--- src/rtl/rvfi_csr_shadow_check.sv ---
// Multi-channel RVFI CSR shadow checker: storage exact-match (MODE 0) or counter monotonicity (MODE 1).
// Optional retirement-order gap tracking via RISCV_FORMAL_CSR_SHADOW_ORDER_EN.
module rvfi_csr_shadow_lane #(
  parameter int CSR_W = 64,
  parameter int MODE  = 0
) (
  input  logic             i_part,
  input  logic             i_gap,
  input  logic [CSR_W-1:0] i_rmask,
  input  logic [CSR_W-1:0] i_wmask,
  input  logic [CSR_W-1:0] i_rdata,
  input  logic [CSR_W-1:0] i_wdata,
  input  logic [CSR_W-1:0] i_known,
  input  logic [CSR_W-1:0] i_shadow,
  output logic [CSR_W-1:0] o_known,
  output logic [CSR_W-1:0] o_shadow,
  output logic             o_mis
);
  logic [CSR_W-1:0] w_kpre;
  logic [CSR_W-1:0] w_diff;

  assign w_diff = i_rdata - i_shadow;

  always_comb begin
    // an order gap invalidates knowledge even for skipped channels
    w_kpre   = i_gap ? '0 : i_known;
    o_known  = w_kpre;
    o_shadow = i_shadow;
    o_mis    = 1'b0;
    if (i_part) begin
      if (MODE == 0) begin
        o_mis    = |((i_rdata ^ i_shadow) & i_rmask & w_kpre);
        o_known  = w_kpre | i_rmask | i_wmask;
        o_shadow = (i_shadow & ~(i_rmask | i_wmask)) | (i_rdata & i_rmask & ~i_wmask)
                 | (i_wdata & i_wmask);
      end else begin
        if (&i_rmask) begin
          o_mis    = (&w_kpre) && w_diff[CSR_W-1];
          o_known  = '1;
          o_shadow = i_rdata;
        end else if (|i_rmask) begin
          o_known = '0;
        end
        o_known  = o_known | i_wmask;
        o_shadow = (o_shadow & ~i_wmask) | (i_wdata & i_wmask);
      end
    end
  end
endmodule

module rvfi_csr_shadow_check #(
  parameter int NRET  = 1,
  parameter int CSR_W = 64,
  parameter int MODE  = 0
) (
  input  logic                 clock,
  input  logic                 reset,
  input  logic                 check,
  input  logic [NRET-1:0]      rvfi_valid,
  input  logic [NRET-1:0]      rvfi_trap,
  input  logic [64*NRET-1:0]   rvfi_order,
  input  logic [64*NRET-1:0]   csr_rmask,
  input  logic [64*NRET-1:0]   csr_wmask,
  input  logic [64*NRET-1:0]   csr_rdata,
  input  logic [64*NRET-1:0]   csr_wdata,
  output logic [CSR_W-1:0]     shadow_known,
  output logic [CSR_W-1:0]     shadow_value,
  output logic                 err,
  output logic [1:0]           err_chan,
  output logic [63:0]          err_order
);
  logic [CSR_W-1:0] r_known, r_shadow;
  logic             r_err;
  logic [1:0]       r_err_chan;
  logic [63:0]      r_err_order;

  logic [NRET:0][CSR_W-1:0] w_known, w_shadow;
  logic [NRET-1:0]          w_mis, w_gap;
  logic [1:0]               w_first_chan;
  logic [63:0]              w_first_order;

  assign w_known[0]  = r_known;
  assign w_shadow[0] = r_shadow;

`ifdef RISCV_FORMAL_CSR_SHADOW_ORDER_EN
  logic [63:0]         r_exp_order;
  logic [NRET:0][63:0] w_exp;
  assign w_exp[0] = r_exp_order;
`endif

  genvar k;
  generate
    for (k = 0; k < NRET; k++) begin : g_lane
`ifdef RISCV_FORMAL_CSR_SHADOW_ORDER_EN
      assign w_gap[k]   = rvfi_valid[k] && (rvfi_order[k*64 +: 64] != w_exp[k]);
      assign w_exp[k+1] = rvfi_valid[k] ? rvfi_order[k*64 +: 64] + 64'd1 : w_exp[k];
`else
      assign w_gap[k] = 1'b0;
`endif
      rvfi_csr_shadow_lane #(.CSR_W(CSR_W), .MODE(MODE)) u_lane (
        .i_part   (rvfi_valid[k] && !rvfi_trap[k]),
        .i_gap    (w_gap[k]),
        .i_rmask  (csr_rmask[k*64 +: CSR_W]),
        .i_wmask  (csr_wmask[k*64 +: CSR_W]),
        .i_rdata  (csr_rdata[k*64 +: CSR_W]),
        .i_wdata  (csr_wdata[k*64 +: CSR_W]),
        .i_known  (w_known[k]),
        .i_shadow (w_shadow[k]),
        .o_known  (w_known[k+1]),
        .o_shadow (w_shadow[k+1]),
        .o_mis    (w_mis[k])
      );
    end
  endgenerate

  // lowest mismatching slot wins
  always_comb begin
    w_first_chan  = '0;
    w_first_order = '0;
    for (int i = NRET - 1; i >= 0; i--) begin
      if (w_mis[i]) begin
        w_first_chan  = 2'(i);
        w_first_order = rvfi_order[i*64 +: 64];
      end
    end
  end

  always_ff @(posedge clock) begin
    if (!reset) begin
      r_known     <= '0;
      r_shadow    <= '0;
      r_err       <= 1'b0;
      r_err_chan  <= '0;
      r_err_order <= '0;
`ifdef RISCV_FORMAL_CSR_SHADOW_ORDER_EN
      r_exp_order <= '0;
`endif
    end else begin
      r_known  <= w_known[NRET];
      r_shadow <= w_shadow[NRET];
`ifdef RISCV_FORMAL_CSR_SHADOW_ORDER_EN
      r_exp_order <= w_exp[NRET];
`endif
      if (check && (|w_mis) && !r_err) begin
        r_err       <= 1'b1;
        r_err_chan  <= w_first_chan;
        r_err_order <= w_first_order;
      end
    end
  end

  assign shadow_known = r_known;
  assign shadow_value = r_shadow;
  assign err          = r_err;
  assign err_chan     = r_err_chan;
  assign err_order    = r_err_order;
endmodule

--- config.mk ---
export PLATFORM = sky130hd
export DESIGN_NAME = rvfi_csr_shadow_check
export DESIGN_NICKNAME = d
export VERILOG_FILES = /design/src/rtl/rvfi_csr_shadow_check.sv
export SDC_FILE = /design/constraint.sdc
export NUM_CORES = 1
export LEC_CHECK = 0
export ABC_AREA = 1
export BUFFER_PORTS_ARGS = -buffer_cell sky130_fd_sc_hd__buf_4
export CAP_MARGIN = 20
export CORE_AREA = 2 2 204 206
export DETAILED_ROUTE_END_ITERATION = 8
export DIE_AREA = 0 0 206 208
export SLEW_MARGIN = 10
export SYNTH_ARGS = -nofsm -noshare
export SYNTH_HDL_FRONTEND = slang
export SYNTH_SLANG_ARGS = --single-unit
--- constraint.sdc ---
create_clock -name clock -period 1.4 [get_ports clock]
set_input_delay 0.07 -clock clock [delete_from_list [all_inputs] [get_ports clock]]
set_output_delay 0.07 -clock clock [all_outputs]
set_load 0.01 [all_outputs]
Word-level counts from Yosys, hierarchy flattened:

Index checks and enable logic that the tools add are counted.
W data, S select, Z words.

* input bits: 325
* word-level logic and storage cells: 26
* register bits: 193

* reduce and logical (&&, ||, !) cells: 6
* multiplexer cells: 2
* bitwise gates (word level): 14

Operator list (number)
* $and A64 B64 Y64: 6
* $or A64 B64 Y64: 5
* $not A64 Y64: 2
* $mux W64: 1
* $reduce_or A64 Y1: 1
* $xor A64 B64 Y64: 1
* $logic_and A1 B1 Y1: 3
* $logic_not A1 Y1: 2
* $mux W1: 1

Depth between registers and ports, before layout:

Gate-level depths: netlist (run 1).

* word-level depth: 7
* gate-level depth with buffers: 14

Modules after synthesis:

Synthesis (run 1) repeated with hierarchy kept, for this count alone.

* cells, all modules: 1810
* area, all modules: 11318.4 um^2

Modules (own cells, without submodules)
* rvfi_csr_shadow_check: sequential area each 3863.7 um^2, area an instance 7250.7 um^2, cells each 940, instances 1
* rvfi_csr_shadow_lane: sequential area each 0.0 um^2, area an instance 4067.7 um^2, cells each 870, instances 1

Worst setup path before layout (run 1):

OpenSTA, ideal clock, no wires.

* kind: register -> register
* start point: register r_shadow[18], in the netlist shadow_value[18]
* end point: register r_err, in the netlist err
* buffers on the path: 2
* clock period less this slack: 1581 ps
* setup time: 128 ps
* data arrival time: 1454 ps
* stages on the path, launching flop included: 14
* setup slack: -181 ps
* path through: dfxtp_1 -> or2_0 -> nand3_1 -> nand2_1 -> nor2_1 -> nand2_1 -> nor2_1 -> nand2_1 -> nor2_1 -> nor2_1 -> buf_6 -> buf_6 -> nor2_1 -> nor2_1

* word-level cells in the longest chain between the ends: 7

Ends and longest elaborated chain
* start: declaration: RTL line 72 `logic [CSR_W-1:0] r_known, r_shadow;`
* start signal: assignment: RTL line 140 `r_shadow <= w_shadow[NRET];`
* $xor A64 B64 Y64: RTL line 32 `o_mis = |((i_rdata ^ i_shadow) & i_rmask & w_kpre);`
* $and A64 B64 Y64 (2 in series): RTL line 32
* $reduce_or A64 Y1: RTL line 32
* $mux W1: RTL line 30 `if (i_part) begin`
* $logic_and A1 B1 Y1 (2 in series): RTL line 144 `if (check && (|w_mis) && !r_err) begin`
* end signal: assignment: RTL line 132 `r_err <= 1'b0;`
* end signal: assignment: RTL line 145 `r_err <= 1'b1;`
* end: declaration: RTL line 73 `logic r_err;`

No other way between the ends.
A chain may end at the register's enable or synchronous reset.

Worst setup path in the final report (run 1):

* start point: register r_shadow[15], in the netlist shadow_value[15]
* end point: register r_err_order[27], in the netlist err_order[27]

* word-level cells in the longest chain between the ends: 7
* elaborated cells between the ends (all ways): 8
* those cells by class: 2 x mux; 3 x bitwise; 3 x reduce/logical

Ends and longest elaborated chain
* $xor A64 B64 Y64 *: RTL line 32
* $and A64 B64 Y64 * (2 in series): RTL line 32
* $reduce_or A64 Y1 *: RTL line 32
* $mux W1 *: RTL line 30
* $logic_and A1 B1 Y1 (2 in series): RTL line 144
* end signal: assignment: RTL line 147 `r_err_order <= w_first_order;`
* end: declaration: RTL line 75 `logic [63:0] r_err_order;`

Mark *: on every way between the ends. The rest lies on a longest branch, timed or not.

==> reports/qor.json, run 1 <==
{
  "status": "finished with violations",
  "failed_checks": "negative setup slack",
  "synth-seq-area-share": 0.400,
  "cts_max_level": 4,
  "timing.critical_path.from_type": "flip-flop",
  "peak_supply_drop_uv": 873,
  "ctsRootBufferMaster": "sky130_fd_sc_hd__clkbuf_16",
  "cellPowerDensity_mw_per_mm2": 814,
  "final_cells": 2957,
  "worstSkewPairLatency_ns": 0.47,
  "worst-setup-path-type": "reg2reg",
  "critical_path.most_common_cell": "sky130_fd_sc_hd__nor2_4",
  "globalRouteOverflowTotal": 0,
  "power_report.internal_total_mw": 11.1,
  "clock_path_buffers": 2,
  "ys_seq_elements": 193,
  "post-route-min-period_ns": 1.94,
  "hpwlAfterDp_um": 33200,
  "finalWorstSetupSlack_ns": -0.538,
  "total_global_routing_track_utilization": 0.201,
  "top_area_cell_type_share_of_the_netlist_area": 0.400,
  "postSynth.asyncResetShare": 0,
  "layout-area-overhead-vs-synth_pct": 100,
  "fin_total_pwr_mw": 15.8,
  "core_area_mm2": 0.0406,
  "tns_ns": -32.24,
  "arrival_time_at_the_worst_endpoint_ns": 2.31,
  "vias_per_cell": 4.41,
  "slowest_delay_ns": 0.35,
  "place.port_buffers": 517,
  "cellLeakagePower_nw": 9.52,
  "floorplan.initialDensity": 0.238,
  "critical_path.endpoint_type": "flip-flop",
  "worstHoldPathType": "in2reg",
  "grt_antenna_before_repair": 1,
  "synth-edff-count": 0,
  "power.clock.fraction": 0.320,
  "placedCellCount": 2664,
  "drcViolationCount": 0,
  "path_max_fanout": 9,
  "placement_rows": 74,
  "synth.yosys.warnings": 0,
  "wirelength_um": 45300,
  "critical-path-slowest-cell": "sky130_fd_sc_hd__dfxtp_1",
  "power_dissipated_by_switching_net_loads_mw": 4.64,
  "io_pins": 520,
  "grt_max_degree": 87,
  "yosysTopAreaCell": "sky130_fd_sc_hd__dfxtp_1",
  "synthFlopType": "sky130_fd_sc_hd__dfxtp_1",
  "cts.reportedPaths.clkPinSlew_ns": 0.07,
  "power.share.switching": 0.294,
  "routability_driven_placement_congestion_ratio": 0.911,
  "tritoncts": "done",
  "detailedRoute.firstPassIterationCount": 5,
  "synthTopCellsByArea": "sky130_fd_sc_hd__dfxtp_1, sky130_fd_sc_hd__nand2_1, sky130_fd_sc_hd__inv_1, sky130_fd_sc_hd__nor2_1, sky130_fd_sc_hd__o21ai_0",
  "insertedDiodeCount": 0,
  "layout-drive-gt1-share": 0.371,
  "first_global_vias": 13000,
  "floorplan.die.height_um": 208,
  "antenna_violating_nets_post_route": 0,
  "tritoncts.num_buffers": 17,
  "drt_iter0_markers": 706,
  "postSynthCellCount": 1461,
  "combPwrFrac": 0.292,
  "die-width_um": 206,
  "worstPathCellList": "inv_1, nand2_1, nand3b_1, nand2_2, nor2_4, nand2_1, nor2_2, nand2_2, nor2_4, nor2_4, buf_12, clkbuf_16, nor2_2, nor2_1",
  "report.final.hold_viol_count": 0,
  "fin_crit_sh": 1.38,
  "finish.utilization": 0.478,
  "sequential_share_of_power": 0.388,
  "final_max_slew_viol_count": 0,
  "final.setup_skew_ns": 0.0107,
  "post_synthesis_average_cell_area_um2": 6.61,
  "synth_area_mm2": 0.00966,
  "die-area_mm2": 0.0428,
  "setup_violations": 65,
  "cts_sinks": 193,
  "num_vias": 13000,
  "nNetsFinal": 2738,
  "max_freq_mhz": 516,
  "unrepaired_setup_endpoints_after_global_routing": "yes",
  "yosysUniqueCellTypes": 22,
  "post_drt_wl_per_cell_um": 15.3,
  "dpl_worst_slack_ns": -0.842,
  "worst-r2r-setup-slack_ns": -0.54,
  "grt_first_pass_wirelength_um": 66600,
  "worst-endpoint-required_ns": 1.77,
  "max_capacitance_violation_count": 0
}
==> metrics by stage <==
step,hold WS (ns),cell area [µm²]
floorplan,0.272,9670
detailed placement,0.395,15600
global placement,0.385,15600
CTS,0.000427,18900
finish,0.000224,19400
global route,0.0170,19400
==> power by group through the flow <==
stage               registers (mW)  clock network (mW)  logic [mW]
floorplan                     6.36                   0        1.22
global placement              6.19                   0        3.67
detailed placement            6.20                   0        3.72
CTS                           6.08                5.23        4.41
global route                  6.16                5.43        5.00
finish                        6.12                5.05        4.60
==> routing by layer <==
| layer | track usage | up-vias | share of wire |
|---|---|---|---|
| met1 | 0.209 | 5994 | 0.38 |
| met4 | 0.102 | 2 | 0.042 |
| met2 | 0.365 | 478 | 0.50 |
| met3 | 0.0548 | 90 | 0.076 |
| met5 | 0 | - | 0.00029 |
| li1 | - | 6478 | - |
==> synth_stat cells, types with 2 or more instances <==
library cell	n
sky130_fd_sc_hd__inv_1	274
sky130_fd_sc_hd__inv_2	3
sky130_fd_sc_hd__nand3b_1	34
sky130_fd_sc_hd__a211oi_1	37
sky130_fd_sc_hd__buf_2	3
sky130_fd_sc_hd__buf_6	12
sky130_fd_sc_hd__or2_0	3
sky130_fd_sc_hd__buf_1	5
sky130_fd_sc_hd__nor2_1	197
sky130_fd_sc_hd__nand2_1	332
sky130_fd_sc_hd__o21ai_0	113
sky130_fd_sc_hd__dfxtp_1	193
sky130_fd_sc_hd__a21oi_1	93
sky130_fd_sc_hd__buf_4	2
sky130_fd_sc_hd__clkbuf_1	27
sky130_fd_sc_hd__nand4_1	9
sky130_fd_sc_hd__nand3_1	84
sky130_fd_sc_hd__mux2_2	36
==> worst paths after layout <==
path / startpoint / end / depth (start not counted)
worst max-delay path: shadow_value[15]$_SDFFE_PN0P_ / err_order[27]$_SDFFE_PN0P_ / 14
worst min-delay path: csr_rmask[10] / shadow_value[10]$_SDFFE_PN0P_ / 3
worst max register to register: shadow_value[15]$_SDFFE_PN0P_ / err_order[27]$_SDFFE_PN0P_ / 14
worst min register to register: shadow_known[52]$_SDFFE_PN0P_ / shadow_known[52]$_SDFFE_PN0P_ / 2
==> kinds of logic after synthesis <==
family          synth area share
other cells             0.000388
flops                      0.400
compound gates             0.135
buf+inv                    0.137
mux                       0.0419
simple gates               0.285
==> sequential cells by signal (all words and copies together), names as in the netlist <==
register / flops
err_order: 64
shadow_known: 64
shadow_value: 64
err: 1
==> cell type report <==
class,count,area (µm²)
repair buffers,981,8290
multi-input cells,942,4920
inverters,278,1050
fillers,3784,21200
clock buffers,19,443
clock inverters,12,138
well taps,532,666
flip-flops and latches,193,3870
==> cell usage in the layout, fill, tap and decap left out, types with 3 or more instances in the layout <==
master,instances
sky130_fd_sc_hd__buf_4,708
sky130_fd_sc_hd__nand2_1,319
sky130_fd_sc_hd__inv_1,272
sky130_fd_sc_hd__dlygate4sd3_1,251
sky130_fd_sc_hd__dfxtp_1,187
sky130_fd_sc_hd__nor2_1,121
sky130_fd_sc_hd__o21ai_0,96
sky130_fd_sc_hd__a21oi_1,93
sky130_fd_sc_hd__nand3_1,82
sky130_fd_sc_hd__nor2_4,40
sky130_fd_sc_hd__a211oi_1,37
sky130_fd_sc_hd__nor2_2,37
sky130_fd_sc_hd__mux2_2,36
sky130_fd_sc_hd__nand3b_1,34
sky130_fd_sc_hd__clkbuf_16,21
sky130_fd_sc_hd__o21ai_1,15
sky130_fd_sc_hd__nand2_2,13
sky130_fd_sc_hd__buf_12,12
sky130_fd_sc_hd__nand4_1,9
sky130_fd_sc_hd__dfxtp_2,6
sky130_fd_sc_hd__clkinvlp_4,5
sky130_fd_sc_hd__inv_2,4
sky130_fd_sc_hd__clkinv_4,4
sky130_fd_sc_hd__or2_0,3
sky130_fd_sc_hd__buf_16,3
==> worst max-delay path, delay by kind of cell (launching register included) <==
family | cells | cell delay (ns)
buf+inv | 3 | 0.41
flops | 1 | 0.35
simple gates | 11 | 1.08
==> repair_timing <==
action                                  CTS  global route
gates resized for setup                  51           110
setup buffers                             3             2
endpoints found under the setup margin   65           111
hold buffers                            252             1
pin swaps                                13            23
cloned                                    2             4
hold endpoints to repair                177             1
Power figures use the tool's default switching activity.
==> inputs of run 2 (changes only) <==
Clock period 1.4 ns to 1.6 ns, I/O delays scaled along.
==> run 2 against run 1 <==
The run still ends with negative setup slack left. Combinational power fell by 15%. Final area decreased by 2.4%. Non-clock buffer count fell by 42. Hold slack better by 0.027 ns. Die area stayed put. Clock skew increased by 0.0015 ns. Global-route usage is 0.051 points lower. Critical path type unchanged. Largest cell class unchanged. Largest power group unchanged. Highest routed layer is now met4.
==> reports/qor.json, run 2 (synthesis gave the netlist of run 1 again) <==
{
  "finalWorstSetupSlack": {"value": -0.390, "unit": "ns", "change": "+0.147 ns"},
  "power_report.internal_total": {"value": 9.98, "unit": "mW", "change": "-10%"},
  "worst-setup-path-type": "reg2reg",
  "worst_setup_path_startpoint": "shadow_value[18]$_SDFFE_PN0P_",
  "final_max_slew_viol_count": {"value": 0, "change": "unchanged"},
  "peak_supply_drop": {"value": 751, "unit": "µV", "change": "-14%"},
  "antenna_violating_nets_post_route": {"value": 0, "change": "unchanged"},
  "failed_checks": "negative setup slack",
  "grt_first_pass_wirelength": {"value": 66600, "unit": "µm", "change": "unchanged"},
  "hold_slack": {"value": 0.0272, "unit": "ns", "change": "+0.0269 ns"},
  "place.port_buffers": {"value": 517, "change": "unchanged"},
  "first_global_vias": {"value": 12700, "change": "-1.8%"},
  "post-route-min-period": {"value": 1.99, "unit": "ns", "change": "+0.0527 ns"},
  "num_vias": {"value": 12800, "change": "-1.7%"},
  "power.share.switching": {"value": 0.283, "change": "-0.0109"},
  "drcViolationCount": {"value": 0, "change": "unchanged"},
  "globalRouteOverflowTotal": {"value": 0, "change": "unchanged"},
  "grt_max_degree": {"value": 85, "change": "-2.3%"},
  "final_area": {"value": 0.0189, "unit": "mm²", "change": "-2.4%"},
  "placement.cell_area": {"value": 0.0154, "unit": "mm²", "change": "-1.3%"},
  "drt_iter0_markers": {"value": 602, "change": "-15%"},
  "floorplan.initialDensity": {"value": 0.238, "change": "unchanged"},
  "clock_path_buffers": {"value": 2, "change": "unchanged"},
  "worstReg2RegStart": "shadow_value[18]$_SDFFE_PN0P_",
  "cts_max_level": {"value": 4, "change": "unchanged"},
  "critical_path.endpoint_type": "flip-flop",
  "status": "finished with violations",
  "worstPathCellList": "or2_0, nand3_1, nand2_2, nor2_4, nand2_1, nor2_1, nand2_2, nor2_4, nor2_4, buf_12, clkbuf_16, nor2_1, nor2_1",
  "insertedDiodeCount": {"value": 0, "change": "unchanged"},
  "hpwlAfterDp": {"value": 33300, "unit": "µm", "change": "about the same"},
  "io_pins": {"value": 520, "change": "unchanged"},
  "total_global_routing_track_utilization": {"value": 0.200, "change": "-0.000514"},
  "post_drt_wl_per_cell": {"value": 15.6, "unit": "µm", "change": "+1.8%"},
  "worstSkewPairLatency": {"value": 0.46, "unit": "ns", "change": "about the same"},
  "timing.critical_path.from_type": "flip-flop",
  "fin_crit_sh": {"value": 1.24, "change": "-0.140"},
  "floorplan.die.height": {"value": 208, "unit": "µm", "change": "unchanged"},
  "path_max_fanout": {"value": 8, "change": "-1"},
  "sequential_share_of_power": {"value": 0.384, "change": "-0.004"},
  "die-width": {"value": 206, "unit": "µm", "change": "unchanged"},
  "layout.cells.most_common_list": "sky130_fd_sc_hd__buf_4, sky130_fd_sc_hd__nand2_1, sky130_fd_sc_hd__inv_1",
  "setup_violations": {"value": 65, "change": "unchanged"},
  "slowest_delay": {"value": 0.33, "unit": "ns", "change": "-0.02 ns"},
  "critical-path-top-delay-family": "simple AND/OR/NAND/NOR gates",
  "layout-area-overhead-vs-synth_pct": 95.7,
  "detailedRoute.firstPassIterationCount": {"value": 5, "change": "unchanged"},
  "vias_per_cell": {"value": 4.40, "change": "-0.28%"},
  "max_capacitance_violation_count": {"value": 0, "change": "unchanged"},
  "tritoncts.num_buffers": {"value": 17, "change": "unchanged"},
  "cellLeakagePower": {"value": 9.31, "unit": "nW", "change": "-2.1%"},
  "grt_antenna_before_repair": {"value": 0, "change": "-1"},
  "mostFrequentLayoutCell": "sky130_fd_sc_hd__buf_4",
  "core_area": {"value": 0.0406, "unit": "mm²", "change": "unchanged"},
  "power_dissipated_by_switching_net_loads": {"value": 3.94, "unit": "mW", "change": "-15%"},
  "routability_driven_placement_congestion_ratio": {"value": 0.874, "change": "-4.1%"},
  "worst-endpoint-required": {"value": 1.96, "unit": "ns", "change": "+0.19 ns"},
  "combPwrFrac": {"value": 0.280, "change": "-0.012"},
  "wirelength": {"value": 45500, "unit": "µm", "change": "+0.42%"},
  "tritoncts": "done",
  "cts.reportedPaths.clkPinSlew": {"value": 0.07, "unit": "ns", "change": "about the same"},
  "final.setup_skew": {"value": 0.0122, "unit": "ns", "change": "+0.00147 ns"},
  "hp-start": "csr_wdata[57]",
  "nNetsFinal": {"value": 2696, "change": "-1.5%"},
  "die-area": {"value": 0.0428, "unit": "mm²", "change": "unchanged"},
  "cts_sinks": {"value": 193, "change": "unchanged"},
  "report.final.hold_viol_count": {"value": 0, "change": "unchanged"},
  "ctsRootBufferMaster": "sky130_fd_sc_hd__clkbuf_16",
  "placement_rows": {"value": 74, "change": "unchanged"},
  "max_freq": {"value": 502, "unit": "MHz", "change": "-2.6%"},
  "unrepaired_setup_endpoints_after_global_routing": "yes",
  "worstPathBufferInverterCount": {"value": 2, "change": "-1"},
  "cellPowerDensity": {"value": 736, "unit": "mW/mm²", "change": "-9.6%"},
  "arrival_time_at_the_worst_endpoint": {"value": 2.35, "unit": "ns", "change": "+0.04 ns"},
  "worstHoldPathType": "in2reg",
  "power.clock.fraction": {"value": 0.335, "change": "+0.015"},
  "layout-drive-gt1-share": {"value": 0.360, "change": "-0.0108"},
  "critical-path-slowest-cell": "sky130_fd_sc_hd__dfxtp_2"
}
==> run 2: routing by layer <==
| layer | global-route usage | vias to the layer above | part of all wire |
|---|---|---|---|
| met5 | 0 | - | 0 |
| met4 | 0.0810 | 0 | 0.034 |
| met3 | 0.0525 | 80 | 0.075 |
| met2 | 0.371 | 505 | 0.51 |
| met1 | 0.213 | 5847 | 0.38 |
| li1 | - | 6393 | - |
==> run 2: worst paths after layout <==
kind | depth (start not counted) | slack, ns | end
setup reg to reg | 13 | -0.39 | err_order[63]$_SDFFE_PN0P_
setup / recovery | 13 | -0.39 | err_order[63]$_SDFFE_PN0P_
hold / removal | 5 | 0.03 | shadow_value[57]$_SDFFE_PN0P_
hold reg to reg | 2 | 0.49 | err_order[40]$_SDFFE_PN0P_
==> run 2: worst register-to-register path: cells and delay by family (launching register included) <==
kind                   cells  cell delay (ns)
flip-flops                 1             0.33
buffers and inverters      2             0.34
AND/OR/NAND/NOR           11             1.24
==> run 2: power groups by stage <==
stage	clock network, mW	registers [mW]	logic, mW
after floorplan	0	5.56	1.07
after global placement	0	5.42	3.17
after detailed placement	0	5.43	3.22
after CTS	4.78	5.32	3.77
after global routing	4.97	5.38	4.23
final	4.66	5.35	3.90
==> run 2: cell type report <==
cell class                 count  area, µm²
tap                          532        666
inverter                     278       1050
multi-input combinational    942       4840
sequential                   193       3870
clock buffer                  24        502
timing repair buffer         939       7870
clock inverter                 8        124
fill                        3888      21600
==> run 2: per-stage QoR <==
step / TNS [ns] / instances / utilization / setup slack, ns / total power [mW]
floorplan: 0 / 1462 / - / 0.0186 / 6.63
global placement: -47.07 / 2642 / 0.379 / -0.762 / 8.59
detailed placement: -46.57 / 2642 / 0.379 / -0.765 / 8.64
CTS: -23.44 / 2911 / 0.458 / -0.376 / 13.9
global route: -27.91 / 2916 / 0.466 / -0.482 / 14.6
finish: -19.11 / 2916 / 0.466 / -0.390 / 13.9
==> run 2: what timing repair did <==
item	in CTS	in global routing
hold buffers	232	0
cloned	2	6
pin swaps	10	15
hold endpoints to repair	163	0
setup endpoints to repair	65	65
buffers inserted	4	0
resized for setup	58	62
==> inputs of run 3 (changes only) <==
==> constraint.sdc (replaced) <==
create_clock -name clock -period 1.6 [get_ports clock]
set_input_delay 0.16 -clock clock [delete_from_list [all_inputs] [get_ports clock]]
set_output_delay 0.16 -clock clock [all_outputs]
set_load 0.01 [all_outputs]
==> run 3 against run 2 <==
The run still ends with negative setup slack left. Sequential share of layout area is 2.6 points higher. Wire length is 7.8% lower. First-iteration DRC count is 3.8% lower. Maximum frequency is 5.2% higher. Combinational power is 9.2% lower. Sequential power hardly changed. Core utilization is 4.9 points lower. Setup slack better by 0.099 ns. Largest cell class unchanged.
==> reports/qor.json, run 3 (synthesis gave the netlist of run 1 again) <==
{
  "report.final.hold_viol_count": {"value": 0, "change": "unchanged"},
  "status": "finished with violations",
  "grt_first_pass_wirelength": {"value": 61500, "unit": "µm", "change": "-7.6%"},
  "drt_iter0_markers": {"value": 579, "change": "-3.8%"},
  "cts_max_level": {"value": 4, "change": "unchanged"},
  "power.clock.fraction": {"value": 0.332, "change": "-0.003"},
  "core_area": {"value": 0.0406, "unit": "mm²", "change": "unchanged"},
  "insertedDiodeCount": {"value": 0, "change": "unchanged"},
  "finalWorstSetupSlack": {"value": -0.292, "unit": "ns", "change": "+0.0988 ns"},
  "cts.reportedPaths.clkPinSlew": {"value": 0.07, "unit": "ns", "change": "about the same"},
  "tns": {"value": -14.68, "unit": "ns", "change": "+4.43 ns"},
  "cts_sinks": {"value": 193, "change": "unchanged"},
  "hpwlAfterDp": {"value": 33600, "unit": "µm", "change": "+1.1%"},
  "failed_checks": "negative setup slack",
  "power.share.switching": {"value": 0.289, "change": "+0.00564"},
  "ctsRootBufferMaster": "sky130_fd_sc_hd__clkbuf_16",
  "routability_driven_placement_congestion_ratio": {"value": 0.881, "change": "+0.78%"},
  "tritoncts.num_buffers": {"value": 17, "change": "unchanged"},
  "setup_violations": {"value": 65, "change": "unchanged"},
  "mostFrequentLayoutCell": "sky130_fd_sc_hd__buf_4",
  "final_area": {"value": 0.0169, "unit": "mm²", "change": "-11%"},
  "worst-endpoint-required": {"value": 1.99, "unit": "ns", "change": "+0.03 ns"},
  "final_max_slew_viol_count": {"value": 0, "change": "unchanged"},
  "final.setup_skew": {"value": 0.0148, "unit": "ns", "change": "+0.00258 ns"},
  "timing.critical_path.from_type": "flip-flop",
  "die-area": {"value": 0.0428, "unit": "mm²", "change": "unchanged"},
  "max_capacitance_violation_count": {"value": 0, "change": "unchanged"},
  "placedCellCount": {"value": 2657, "change": "+0.57%"},
  "sequential_share_of_power": {"value": 0.402, "change": "+0.018"},
  "peak_supply_drop": {"value": 727, "unit": "µV", "change": "-3.2%"},
  "combPwrFrac": {"value": 0.266, "change": "-0.014"},
  "wirelength": {"value": 42000, "unit": "µm", "change": "-7.8%"},
  "grt_antenna_before_repair": {"value": 0, "change": "unchanged"},
  "drcViolationCount": {"value": 0, "change": "unchanged"},
  "die-width": {"value": 206, "unit": "µm", "change": "unchanged"},
  "max_freq": {"value": 529, "unit": "MHz", "change": "+5.2%"},
  "worstHoldPathType": "in2reg",
  "clock_path_buffers": {"value": 2, "change": "unchanged"},
  "detailedRoute.firstPassIterationCount": {"value": 5, "change": "unchanged"},
  "io_pins": {"value": 520, "change": "unchanged"},
  "layout-area-overhead-vs-synth_pct": 75.1,
  "grt_max_degree": {"value": 76, "change": "-11%"},
  "post-route-min-period": {"value": 1.89, "unit": "ns", "change": "-0.0988 ns"},
  "post_drt_wl_per_cell": {"value": 15.4, "unit": "µm", "change": "-1.3%"},
  "power_report.internal_total": {"value": 9.45, "unit": "mW", "change": "-5.3%"},
  "layout-drive-gt1-share": {"value": 0.418, "change": "+0.0578"},
  "hold_slack": {"value": 0.0287, "unit": "ns", "change": "+0.00158 ns"},
  "tritoncts": "done",
  "layout.cells.most_common_list": "sky130_fd_sc_hd__buf_4, sky130_fd_sc_hd__nand2_1, sky130_fd_sc_hd__inv_1",
  "cellPowerDensity": {"value": 785, "unit": "mW/mm²", "change": "+6.7%"},
  "first_global_vias": {"value": 11500, "change": "-9.3%"},
  "ff2ff_path_depth": {"value": 14, "change": "+1"},
  "cellLeakagePower": {"value": 8.56, "unit": "nW", "change": "-8.1%"},
  "floorplan.die.height": {"value": 208, "unit": "µm", "change": "unchanged"},
  "power_dissipated_by_switching_net_loads": {"value": 3.83, "unit": "mW", "change": "-2.6%"},
  "total_global_routing_track_utilization": {"value": 0.187, "change": "-0.0137"},
  "worst-setup-path-type": "reg2reg",
  "fin_total_pwr": {"value": 13.3, "unit": "mW", "change": "-4.5%"},
  "critical_path.endpoint_type": "flip-flop",
  "globalRouteOverflowTotal": {"value": 0, "change": "unchanged"},
  "fin_crit_sh": {"value": 1.18, "change": "-0.0617"},
  "unrepaired_setup_endpoints_after_global_routing": "yes",
  "place.port_buffers": {"value": 517, "change": "unchanged"},
  "min_path_cells": {"value": 5, "change": "unchanged"},
  "path_max_fanout": {"value": 10, "change": "+2"},
  "antenna_violating_nets_post_route": {"value": 0, "change": "unchanged"},
  "vias_per_cell": {"value": 4.32, "change": "-1.8%"},
  "placement.cell_area": {"value": 0.0155, "unit": "mm²", "change": "+0.73%"},
  "final_cells": {"value": 2725, "change": "-6.6%"},
  "num_vias": {"value": 11800, "change": "-8.2%"},
  "floorplan.initialDensity": {"value": 0.238, "change": "unchanged"},
  "nNetsFinal": {"value": 2506, "change": "-7.0%"},
  "placement_rows": {"value": 74, "change": "unchanged"},
  "arrival_time_at_the_worst_endpoint": {"value": 2.28, "unit": "ns", "change": "-0.07 ns"},
  "worstSkewPairLatency": {"value": 0.46, "unit": "ns", "change": "about the same"}
}
-- run 3: cell types whose count changed in the layout (fill, tap and decap cells not counted), sizes merged --
cell	before	now
clkinv	3	4
bufinv	3	2
clkbuf	29	27
dlygate4sd3	232	27
buf	702	718
-- run 3: worst paths after layout --
kind,slack (ns),from,to
max,-0.29,shadow_value[3]$_SDFFE_PN0P_,err_order[26]$_SDFFE_PN0P_
min,0.03,rvfi_order[39],err_order[39]$_SDFFE_PN0P_
max reg2reg,-0.29,shadow_value[3]$_SDFFE_PN0P_,err_order[26]$_SDFFE_PN0P_
min reg2reg,0.48,shadow_value[44]$_SDFFE_PN0P_,shadow_value[44]$_SDFFE_PN0P_
-- run 3: area by class of cell --
class | count | area, µm²
Inverter | 278 | 1050
Clock inverter | 8 | 103
Tap cell | 532 | 666
Timing Repair Buffer | 749 | 5900
Multi-Input combinational cell | 942 | 4830
Fill cell | 4111 | 23600
Sequential cell | 193 | 3890
Clock buffer | 23 | 478
-- run 3: power by group through the flow --
stage	sequential [mW]	combinational, mW	clock (mW)
global placement	5.41	3.20	0
finish	5.34	3.54	4.41
CTS	5.32	3.38	4.55
global route	5.38	3.87	4.74
detailed placement	5.43	3.24	0
floorplan	5.56	1.07	0
-- run 3: repair_timing --
action | CTS | global route
hold endpoints to repair | 27 | 0
hold buffers | 27 | 0
setup endpoints to repair | 65 | 65
resized for setup | 64 | 90
cloned | 0 | 5
setup buffers | 3 | 3
pin swaps | 15 | 26
-- run 3: stage by stage --
step            util  setup WS, ns
2_1_floorplan      -        0.0186
3_3_place_gp   0.382        -0.710
6_report       0.417        -0.292
4_1_cts        0.408        -0.343
3_5_place_dp   0.382        -0.697
5_1_grt        0.417        -0.451
-- run 3: routing by layer --
| layer | global-route usage | wire length, µm | part of all wire |
|---|---|---|---|
| met5 | 0 | 0 | 0 |
| met2 | 0.333 | 21200 | 0.50 |
| met3 | 0.0487 | 2950 | 0.070 |
| met1 | 0.203 | 16400 | 0.39 |
| met4 | 0.0901 | 1450 | 0.035 |
-- run 3: critical path, cell delays in order (launching register included) --
cell	delay, ns
sky130_fd_sc_hd__dfxtp_1	0.32
sky130_fd_sc_hd__inv_1	0.07
sky130_fd_sc_hd__nand2_1	0.05
sky130_fd_sc_hd__nand3b_1	0.12
sky130_fd_sc_hd__nand2_2	0.08
sky130_fd_sc_hd__nor2_4	0.22
sky130_fd_sc_hd__nand2_1	0.09
sky130_fd_sc_hd__nor2_2	0.10
sky130_fd_sc_hd__nand2_2	0.09
sky130_fd_sc_hd__inv_4	0.09
sky130_fd_sc_hd__nand2_8	0.12
sky130_fd_sc_hd__clkbuf_16	0.20
sky130_fd_sc_hd__nand3_1	0.07
sky130_fd_sc_hd__nand2_1	0.06
sky130_fd_sc_hd__nor2_1	0.12
